===== config.mk =====
export PLATFORM = sky130hd
export DESIGN_NAME = sprite_motion_ctrl_flat
export DESIGN_NICKNAME = d
export VERILOG_FILES = /design/src/rtl/sprite_pkg.sv /design/src/rtl/sprite_motion_ctrl_if.sv /design/src/rtl/btn_debounce.sv /design/src/rtl/sprite_motion_ctrl.sv /design/src/flat_wrapper.sv
export SDC_FILE = /design/constraint.sdc
export NUM_CORES = 1
export LEC_CHECK = 0
export ABC_CLOCK_PERIOD_IN_PS = 5500
export BUFFER_PORTS_ARGS = -buffer_cell sky130_fd_sc_hd__buf_2
export CORE_ASPECT_RATIO = 0.75
export CORE_MARGIN = 8
export CORE_UTILIZATION = 50
export CTS_BUF_LIST = sky130_fd_sc_hd__clkbuf_4 sky130_fd_sc_hd__clkbuf_8
export DETAILED_ROUTE_END_ITERATION = 8
export GPL_ROUTABILITY_DRIVEN = 0
export PLACE_DENSITY_LB_ADDON = 0.25
export REMOVE_ABC_BUFFERS = 1
export SYNTH_ARGS = -nofsm -noshare
export SYNTH_HDL_FRONTEND = slang
export SYNTH_SLANG_ARGS = --single-unit

===== constraint.sdc =====
create_clock -name CLK -period 5.5 [get_ports CLK]
set_input_delay 0.55 -clock CLK [delete_from_list [all_inputs] [get_ports CLK]]
set_output_delay 0.55 -clock CLK [all_outputs]
set_load 0.02 [all_outputs]

===== src/rtl/sprite_pkg.sv =====
// Shared definitions for the sprite motion controller, the VGA timing block and the circle renderer.
package sprite_pkg;

  typedef enum logic [1:0] {
    ST_IDLE  = 2'd0,
    ST_UPD_X = 2'd1,
    ST_UPD_Y = 2'd2,
    ST_DONE  = 2'd3
  } state_t;

  localparam int H_RES_DEF  = 640;
  localparam int V_RES_DEF  = 480;
  localparam int RADIUS_DEF = 8;
  localparam int X_W        = 10;
  localparam int Y_W        = 9;

  // Coordinates are evaluated in an 11-bit signed space so an underflow past 0 stays negative.
  function automatic logic signed [10:0] clamp_coord(input logic signed [10:0] v,
                                                    input logic signed [10:0] lo,
                                                    input logic signed [10:0] hi);
    logic signed [10:0] r;
    if (v < lo) begin
      r = lo;
    end else if (v > hi) begin
      r = hi;
    end else begin
      r = v;
    end
    return r;
  endfunction

endpackage


===== src/rtl/sprite_motion_ctrl_if.sv =====
// Gamepad/frame inputs and sprite position outputs of the motion controller.
interface sprite_motion_ctrl_if;
  import sprite_pkg::*;

  logic           btn_up;
  logic           btn_down;
  logic           btn_left;
  logic           btn_right;
  logic           frame_tick;
  logic [X_W-1:0] sprite_x;
  logic [Y_W-1:0] sprite_y;
  logic           pos_valid;
  logic           moving;

  modport master (
    output btn_up, btn_down, btn_left, btn_right, frame_tick,
    input  sprite_x, sprite_y, pos_valid, moving
  );

  modport slave (
    input  btn_up, btn_down, btn_left, btn_right, frame_tick,
    output sprite_x, sprite_y, pos_valid, moving
  );
endinterface


===== src/rtl/btn_debounce.sv =====
// Two-flop synchronizer followed by a counting debouncer for one raw button.
module btn_debounce #(
  parameter int DEBOUNCE_CYCLES = 1000000
) (
  input  logic clk,
  input  logic rst_n,
  input  logic btn_raw,
  output logic btn_level
);

  localparam int CNT_W = (DEBOUNCE_CYCLES > 1) ? $clog2(DEBOUNCE_CYCLES) : 1;
  localparam logic [CNT_W-1:0] CNT_LAST = CNT_W'(DEBOUNCE_CYCLES - 1);
  localparam logic [CNT_W-1:0] CNT_ONE  = CNT_W'(1);

  logic             sync1_r;
  logic             sync2_r;
  logic [CNT_W-1:0] cnt_r;
  logic             level_r;

  // Bring the asynchronous button into the clock domain.
  always_ff @(posedge clk or negedge rst_n) begin
    if (!rst_n) begin
      sync1_r <= 1'b0;
      sync2_r <= 1'b0;
    end else begin
      sync1_r <= btn_raw;
      sync2_r <= sync1_r;
    end
  end

  // Flip the accepted level only after an unbroken run of differing samples.
  always_ff @(posedge clk or negedge rst_n) begin
    if (!rst_n) begin
      cnt_r   <= '0;
      level_r <= 1'b0;
    end else if (sync2_r == level_r) begin
      cnt_r <= '0;
    end else if (cnt_r == CNT_LAST) begin
      cnt_r   <= '0;
      level_r <= sync2_r;
    end else begin
      cnt_r <= cnt_r + CNT_ONE;
    end
  end

  assign btn_level = level_r;

endmodule


===== src/rtl/sprite_motion_ctrl.sv =====
// Debounces the gamepad and advances the clamped sprite centre once per frame during vertical blank.
module sprite_motion_ctrl
  import sprite_pkg::*;
#(
  parameter int H_RES           = H_RES_DEF,
  parameter int V_RES           = V_RES_DEF,
  parameter int RADIUS          = RADIUS_DEF,
  parameter int STEP            = 2,
  parameter int FAST_FRAMES     = 30,
  parameter int DEBOUNCE_CYCLES = 1000000,
  parameter int X_INIT          = 320,
  parameter int Y_INIT          = 240
) (
  input  logic                 CLK,
  input  logic                 RST,
  sprite_motion_ctrl_if.slave  bus
);

  localparam logic [5:0]         FAST_CNT  = 6'(FAST_FRAMES);
  localparam logic signed [10:0] STEP_BASE = 11'(STEP);
  localparam logic signed [10:0] STEP_FAST = 11'(2 * STEP);
  localparam logic signed [10:0] LO_LIM    = 11'(RADIUS);
  localparam logic signed [10:0] X_HI_LIM  = 11'(H_RES - 1 - RADIUS);
  localparam logic signed [10:0] Y_HI_LIM  = 11'(V_RES - 1 - RADIUS);
  localparam logic [X_W-1:0]     X_RST     = X_W'(X_INIT);
  localparam logic [Y_W-1:0]     Y_RST     = Y_W'(Y_INIT);

  logic up_db_s, down_db_s, left_db_s, right_db_s;

  btn_debounce #(.DEBOUNCE_CYCLES(DEBOUNCE_CYCLES)) u_db_up (
    .clk(CLK), .rst_n(RST), .btn_raw(bus.btn_up), .btn_level(up_db_s)
  );
  btn_debounce #(.DEBOUNCE_CYCLES(DEBOUNCE_CYCLES)) u_db_down (
    .clk(CLK), .rst_n(RST), .btn_raw(bus.btn_down), .btn_level(down_db_s)
  );
  btn_debounce #(.DEBOUNCE_CYCLES(DEBOUNCE_CYCLES)) u_db_left (
    .clk(CLK), .rst_n(RST), .btn_raw(bus.btn_left), .btn_level(left_db_s)
  );
  btn_debounce #(.DEBOUNCE_CYCLES(DEBOUNCE_CYCLES)) u_db_right (
    .clk(CLK), .rst_n(RST), .btn_raw(bus.btn_right), .btn_level(right_db_s)
  );

  state_t                state_r;
  logic [X_W-1:0]        sprite_x_r;
  logic [Y_W-1:0]        sprite_y_r;
  logic                  pos_valid_r;
  logic                  moving_r;
  logic                  changed_r;
  logic [5:0]            hold_r;
  logic signed [2:0]     dx_r;
  logic signed [2:0]     dy_r;
  logic signed [10:0]    step_r;

  logic signed [2:0]     dx_s;
  logic signed [2:0]     dy_s;
  logic                  any_btn_s;
  logic signed [10:0]    step_s;
  logic signed [10:0]    sum_x_s;
  logic signed [10:0]    sum_y_s;
  logic signed [10:0]    clamp_x_s;
  logic signed [10:0]    clamp_y_s;
  logic [X_W-1:0]        new_x_s;
  logic [Y_W-1:0]        new_y_s;

  // Opposite buttons cancel; the step doubles once the hold counter has saturated.
  always_comb begin
    dx_s      = $signed({2'b00, right_db_s}) - $signed({2'b00, left_db_s});
    dy_s      = $signed({2'b00, down_db_s}) - $signed({2'b00, up_db_s});
    any_btn_s = up_db_s | down_db_s | left_db_s | right_db_s;
    if (hold_r == FAST_CNT) begin
      step_s = STEP_FAST;
    end else begin
      step_s = STEP_BASE;
    end
  end

  // Candidate coordinates from the captured direction and step, clamped to keep the circle on-screen.
  always_comb begin
    case (dx_r)
      3'sb001: sum_x_s = $signed({1'b0, sprite_x_r}) + step_r;
      3'sb111: sum_x_s = $signed({1'b0, sprite_x_r}) - step_r;
      default: sum_x_s = $signed({1'b0, sprite_x_r});
    endcase
    case (dy_r)
      3'sb001: sum_y_s = $signed({2'b00, sprite_y_r}) + step_r;
      3'sb111: sum_y_s = $signed({2'b00, sprite_y_r}) - step_r;
      default: sum_y_s = $signed({2'b00, sprite_y_r});
    endcase
    clamp_x_s = clamp_coord(sum_x_s, LO_LIM, X_HI_LIM);
    clamp_y_s = clamp_coord(sum_y_s, LO_LIM, Y_HI_LIM);
    new_x_s   = clamp_x_s[X_W-1:0];
    new_y_s   = clamp_y_s[Y_W-1:0];
  end

  // Per-frame update sequence; outputs only move in UPD_X, UPD_Y and DONE.
  always_ff @(posedge CLK or negedge RST) begin
    if (!RST) begin
      state_r     <= ST_IDLE;
      sprite_x_r  <= X_RST;
      sprite_y_r  <= Y_RST;
      pos_valid_r <= 1'b0;
      moving_r    <= 1'b0;
      changed_r   <= 1'b0;
      hold_r      <= 6'd0;
      dx_r        <= 3'sd0;
      dy_r        <= 3'sd0;
      step_r      <= 11'sd0;
    end else begin
      case (state_r)
        ST_IDLE: begin
          pos_valid_r <= 1'b0;
          if (bus.frame_tick) begin
            dx_r    <= dx_s;
            dy_r    <= dy_s;
            step_r  <= step_s;
            state_r <= ST_UPD_X;
            if (!any_btn_s) begin
              hold_r <= 6'd0;
            end else if (hold_r >= FAST_CNT) begin
              hold_r <= FAST_CNT;
            end else begin
              hold_r <= hold_r + 6'd1;
            end
          end else begin
            state_r <= ST_IDLE;
          end
        end
        ST_UPD_X: begin
          sprite_x_r <= new_x_s;
          changed_r  <= (new_x_s != sprite_x_r);
          state_r    <= ST_UPD_Y;
        end
        ST_UPD_Y: begin
          sprite_y_r  <= new_y_s;
          changed_r   <= changed_r | (new_y_s != sprite_y_r);
          pos_valid_r <= 1'b1;
          state_r     <= ST_DONE;
        end
        ST_DONE: begin
          pos_valid_r <= 1'b0;
          moving_r    <= changed_r;
          state_r     <= ST_IDLE;
        end
        default: begin
          pos_valid_r <= 1'b0;
          state_r     <= ST_IDLE;
        end
      endcase
    end
  end

  assign bus.sprite_x  = sprite_x_r;
  assign bus.sprite_y  = sprite_y_r;
  assign bus.pos_valid = pos_valid_r;
  assign bus.moving    = moving_r;

endmodule


===== src/flat_wrapper.sv =====
// flat-port wrapper written by rule: the top's interface ports become plain ports
module sprite_motion_ctrl_flat import sprite_pkg::*;
#(
  parameter int H_RES           = H_RES_DEF,
  parameter int V_RES           = V_RES_DEF,
  parameter int RADIUS          = RADIUS_DEF,
  parameter int STEP            = 2,
  parameter int FAST_FRAMES     = 30,
  parameter int DEBOUNCE_CYCLES = 1000000,
  parameter int X_INIT          = 320,
  parameter int Y_INIT          = 240
)
  (CLK, RST, bus_btn_up, bus_btn_down, bus_btn_left, bus_btn_right, bus_frame_tick, bus_sprite_x, bus_sprite_y, bus_pos_valid, bus_moving);
  sprite_motion_ctrl_if bus_i ();
  input  logic CLK;
  input  logic RST;
  input wire logic [$bits(bus_i.btn_up)-1:0] bus_btn_up;
  input wire logic [$bits(bus_i.btn_down)-1:0] bus_btn_down;
  input wire logic [$bits(bus_i.btn_left)-1:0] bus_btn_left;
  input wire logic [$bits(bus_i.btn_right)-1:0] bus_btn_right;
  input wire logic [$bits(bus_i.frame_tick)-1:0] bus_frame_tick;
  output wire logic [$bits(bus_i.sprite_x)-1:0] bus_sprite_x;
  output wire logic [$bits(bus_i.sprite_y)-1:0] bus_sprite_y;
  output wire logic [$bits(bus_i.pos_valid)-1:0] bus_pos_valid;
  output wire logic [$bits(bus_i.moving)-1:0] bus_moving;
  assign bus_i.btn_up = bus_btn_up;
  assign bus_i.btn_down = bus_btn_down;
  assign bus_i.btn_left = bus_btn_left;
  assign bus_i.btn_right = bus_btn_right;
  assign bus_i.frame_tick = bus_frame_tick;
  assign bus_sprite_x = bus_i.sprite_x;
  assign bus_sprite_y = bus_i.sprite_y;
  assign bus_pos_valid = bus_i.pos_valid;
  assign bus_moving = bus_i.moving;
  sprite_motion_ctrl #(.H_RES(H_RES), .V_RES(V_RES), .RADIUS(RADIUS), .STEP(STEP), .FAST_FRAMES(FAST_FRAMES), .DEBOUNCE_CYCLES(DEBOUNCE_CYCLES), .X_INIT(X_INIT), .Y_INIT(Y_INIT)) u_core (.CLK(CLK), .RST(RST), .bus(bus_i));
endmodule

==> impl_results.md <==
* # resized after CTS at 0
* Top-count cell post-synth: dfrtp_1
* Largest family of logic cells by synthesized area: simple AND/OR/NAND/NOR gates
* Die footprint at 19,510 um2
* Top Metal Used: met4
* Setup crit start kind: register
* DIE HEIGHT at 123.0 um
* Post-synth top area share at ~40%
* Area of the multi-input gates at between 4000 and 5000 um2
* Final wirelength at ~16 mm
* Worst rel slew slack at between 40 and 50%
* Slew Limit Fails at 0
* Clock Skew at 0.01123 ns
* Drt pass-1 iters at 5
* XOR/XNOR Fraction of Synth Area at around 8%
* FILL cells at 1,345
* Compound-Gate Fraction of Synth Area at between 10% and 20%
* Initial DRC Count at between 400 and 500
* FF-to-FF path depth at 14
* Initial antenna violation count at 0
* Crit-path max cell delay at between 0.5 and 0.6 ns
* CTS root buf: clkbuf_8
* HPWL Detailed at around 12 mm
* Starting Density at between 50% and 60%
* Post-synthesis adder-cell area fraction at ~5.6%
* Routed met3 length at roughly 1.1 mm
* DR WL met2 at approximately 6.6 mm
* Via count at just over 6,000
* Async SR Flop Fraction at 100.0%
* M1 wire length at 8.402 mm
* Reg-to-Reg Start: u_core.step_r[2]
* Post-Layout Inst Area at around 8300 um2
* Ant. Diodes at 0
* Setup violators final at 0
* Slowest CP cell: o41ai_1
* Worst VDD drop at 0.2032 mV
* R2r setup slk at 1.29 ns
* Die Wd at 158.7 um
* Layout Nets at slightly below 900
* Final instance count without filler cells at between 1,000 and 1,500
* Clk_lat worst skew at approximately 0.45 ns
* Post-synth cell types at 79
* Worst path required time at slightly below 6 ns
* Share of layout cells above drive strength 1 at between 10 and 15%
* # IOs at 28
* Run status: finished, final reports clean
* YS warnings at 0
* Vias in the first global route at ~5,700
* IO Port Bufs at 27
* Max H-tree Level at 4
* Placed Cells at a little over 1,000
* Top_reg_cell synth: dfrtp_1
* Cell Area, Placed at approximately 7900 um2
* Ordered list of cells on the worst path: inv_1, ha_1, a21oi_1, inv_2, ha_1, o211ai_1, o41ai_1, nor4_1, o41ai_2, nor2_1, o22a_1, or2_0, a2111oi_2, a31oi_1
* DRC at 0
* Drt via density at 5.782
* Hold_buf cts at 0
* Synth Area in Simple Gates at 23.23%
* WP data arrival at 4.54 ns
* Gr usage total at between 15 and 20%
* Leading area contributor after synthesis: dfrtp_1
* Area growth syn-to-layout at 9.051%
* Critical Path Fanout Max at 13
* Clock tree sinks at 128
* Most used cell, CP: ha_1
* P per Cell Area at roughly 260 nW/um2
* Sequential cell area fraction in the yosys report at a little over two fifths
* Synth top area cells: dfrtp_1 (40%), nor2_1 (5.3%), ha_1 (5.1%)
* EDFF count, synth at 0
* Hold Fails Final Rpt at 0
* Largest net degree at the start of global routing at 75
* Multiplexer share of the synthesized area at about 1.7%
* Syn Inst Count at 834
* Global-route wire length before repair at roughly 28 mm
* CP Class: register to register
* Syn Area/Cell at a little over 9 um2
* Mapped Area at between 7000 and 8000 um2
* RSZ-0062 raised after global routing: false
* Core footprint at 15,080 um2
* #FFs+latches synth at 128
* LEAKAGE at approximately 3.6 nW
* Grt total ovfl at 0
* Max_cap viols at 0
* Top post-synthesis cells by count: dfrtp_1 (122), nor2_1 (108), nand2_1 (70), a21oi_1 (43), nand3_1 (41)
* CTS Buffer Depth at 2
* Crit end category: register
* Setup TNS at 0 ns
* Worst R2R End: u_core.changed_r
* Crit share post-route at approximately 77%
* WL per Instance at approximately 15 um
* Clk slew on worst S/H paths at ~0.080 ns
* Num rows at 39
* Antenna viol nets, final at 0
* CTS tree: yes
* Worst hold path class: input port to async pin
* Achievable frequency at about 240 MHz
* Post-CTS setup buffers at 0
* Min cycle time layout at 4.212 ns
* Reg area at ~3200 um2
* Num CTS Buffers at 17
* Worst Max-Slew Pin Slew at a little under 0.8 ns
[flip-flops by register name (all words and copies together) (netlist names), 2 cells and up]
signal	cells
u_core.bus.sprite_x	10
u_core.bus.sprite_y	9
u_core.dx_r	2
u_core.dy_r	2
u_core.hold_r	6
u_core.state_r	2
u_core.step_r	2
u_core.u_db_down.cnt_r	20
u_core.u_db_left.cnt_r	20
u_core.u_db_right.cnt_r	20
u_core.u_db_up.cnt_r	20
[report_power, final]
group | switching, mW | total [mW] | internal (mW)
Sequential | 0.0454 | 1.02 | 0.978
Combinational | 0.215 | 0.341 | 0.127
Clock | 0.402 | 0.811 | 0.408
[logic make-up (layout without fill, tap and decap cells)]
| group | Yosys count | count (layout) |
|---|---|---|
| muxes | 12 | 12 |
| DFF | 128 | 128 |
| adders and majority gates | 33 | 33 |
| and+or+nand+nor | 352 | 352 |
| xor gates and xnor gates | 70 | 70 |
| buffers and inverters | 61 | 93 |
| AOI/OAI and AO/OA | 178 | 178 |
[through the flow]
stage	power [mW]	util [%]	setup slack [ns]	hold slack, ns
after floorplan	1.267	-	1.691	0.2544
after global placement	1.386	52.58	1.447	0.3327
after detailed placement	1.385	52.58	1.376	0.3394
after CTS	2.201	55.19	1.364	0.1258
after global routing	2.285	55.19	1.003	0.1640
final	2.175	55.19	1.288	0.1233
[cell usage in the layout (no fill, tap or decap), types with 6 or more instances in the layout]
master and instances:
ha_1 31, a31oi_1 6, nand2b_1 8, o211ai_1 6, nor2b_1 7, and3_1 29, dfrtp_1 122, a22oi_1 7
a21oi_1 43, nor3_1 12, nor2_1 108, xnor2_1 38, dfstp_2 6, nand4_1 9, nand3_1 41, a211oi_1 6
clkbuf_8 17, nor4_1 11, xor2_1 32, inv_1 31, o21ai_0 37, o21a_1 7, or3_1 19, nand2_1 70
mux2_2 10, buf_2 26
[layout make-up]
type,instances,share of cell area [%]
multi-input cells,645,50.29
flip-flops and latches,128,38.58
well taps,205,3.082
clock buffers,17,2.812
clock inverters,15,1.909
repair buffers,29,1.879
inverters,32,1.443
[worst max-delay path by stage]
stage	start	endpoint	cells after the start
finish	u_core.step_r[2]	u_core.changed_r	14
global route	u_core.step_r[2]	u_core.changed_r	14
CTS	u_core.step_r[2]	u_core.changed_r	15
detailed placement	u_core.step_r[2]	u_core.changed_r	15
global placement	u_core.step_r[2]	u_core.changed_r	13
floorplan	u_core.step_r[2]	u_core.changed_r	14
[layer usage]
| layer | vias to the layer above | global-route usage, % |
|---|---|---|
| li1 | 3043 | - |
| met1 | 2939 | 26.99 |
| met2 | 191 | 24.57 |
| met3 | 19 | 3.667 |
| met4 | 0 | 6.228 |
| met5 | - | 0 |
[worst max-delay path: cells and delay by family, from the launching register on]
| kind | cells | cell delay, ns |
|---|---|---|
| buffers and inverters | 2 | 0.29 |
| AND/OR/NAND/NOR | 3 | 0.49 |
| adder cells (fa/ha/maj) | 2 | 0.65 |
| flip-flops | 1 | 0.42 |
| AO/OA/AOI/OAI | 7 | 2.24 |
No activity file was read; power rests on OpenSTA's default activity.
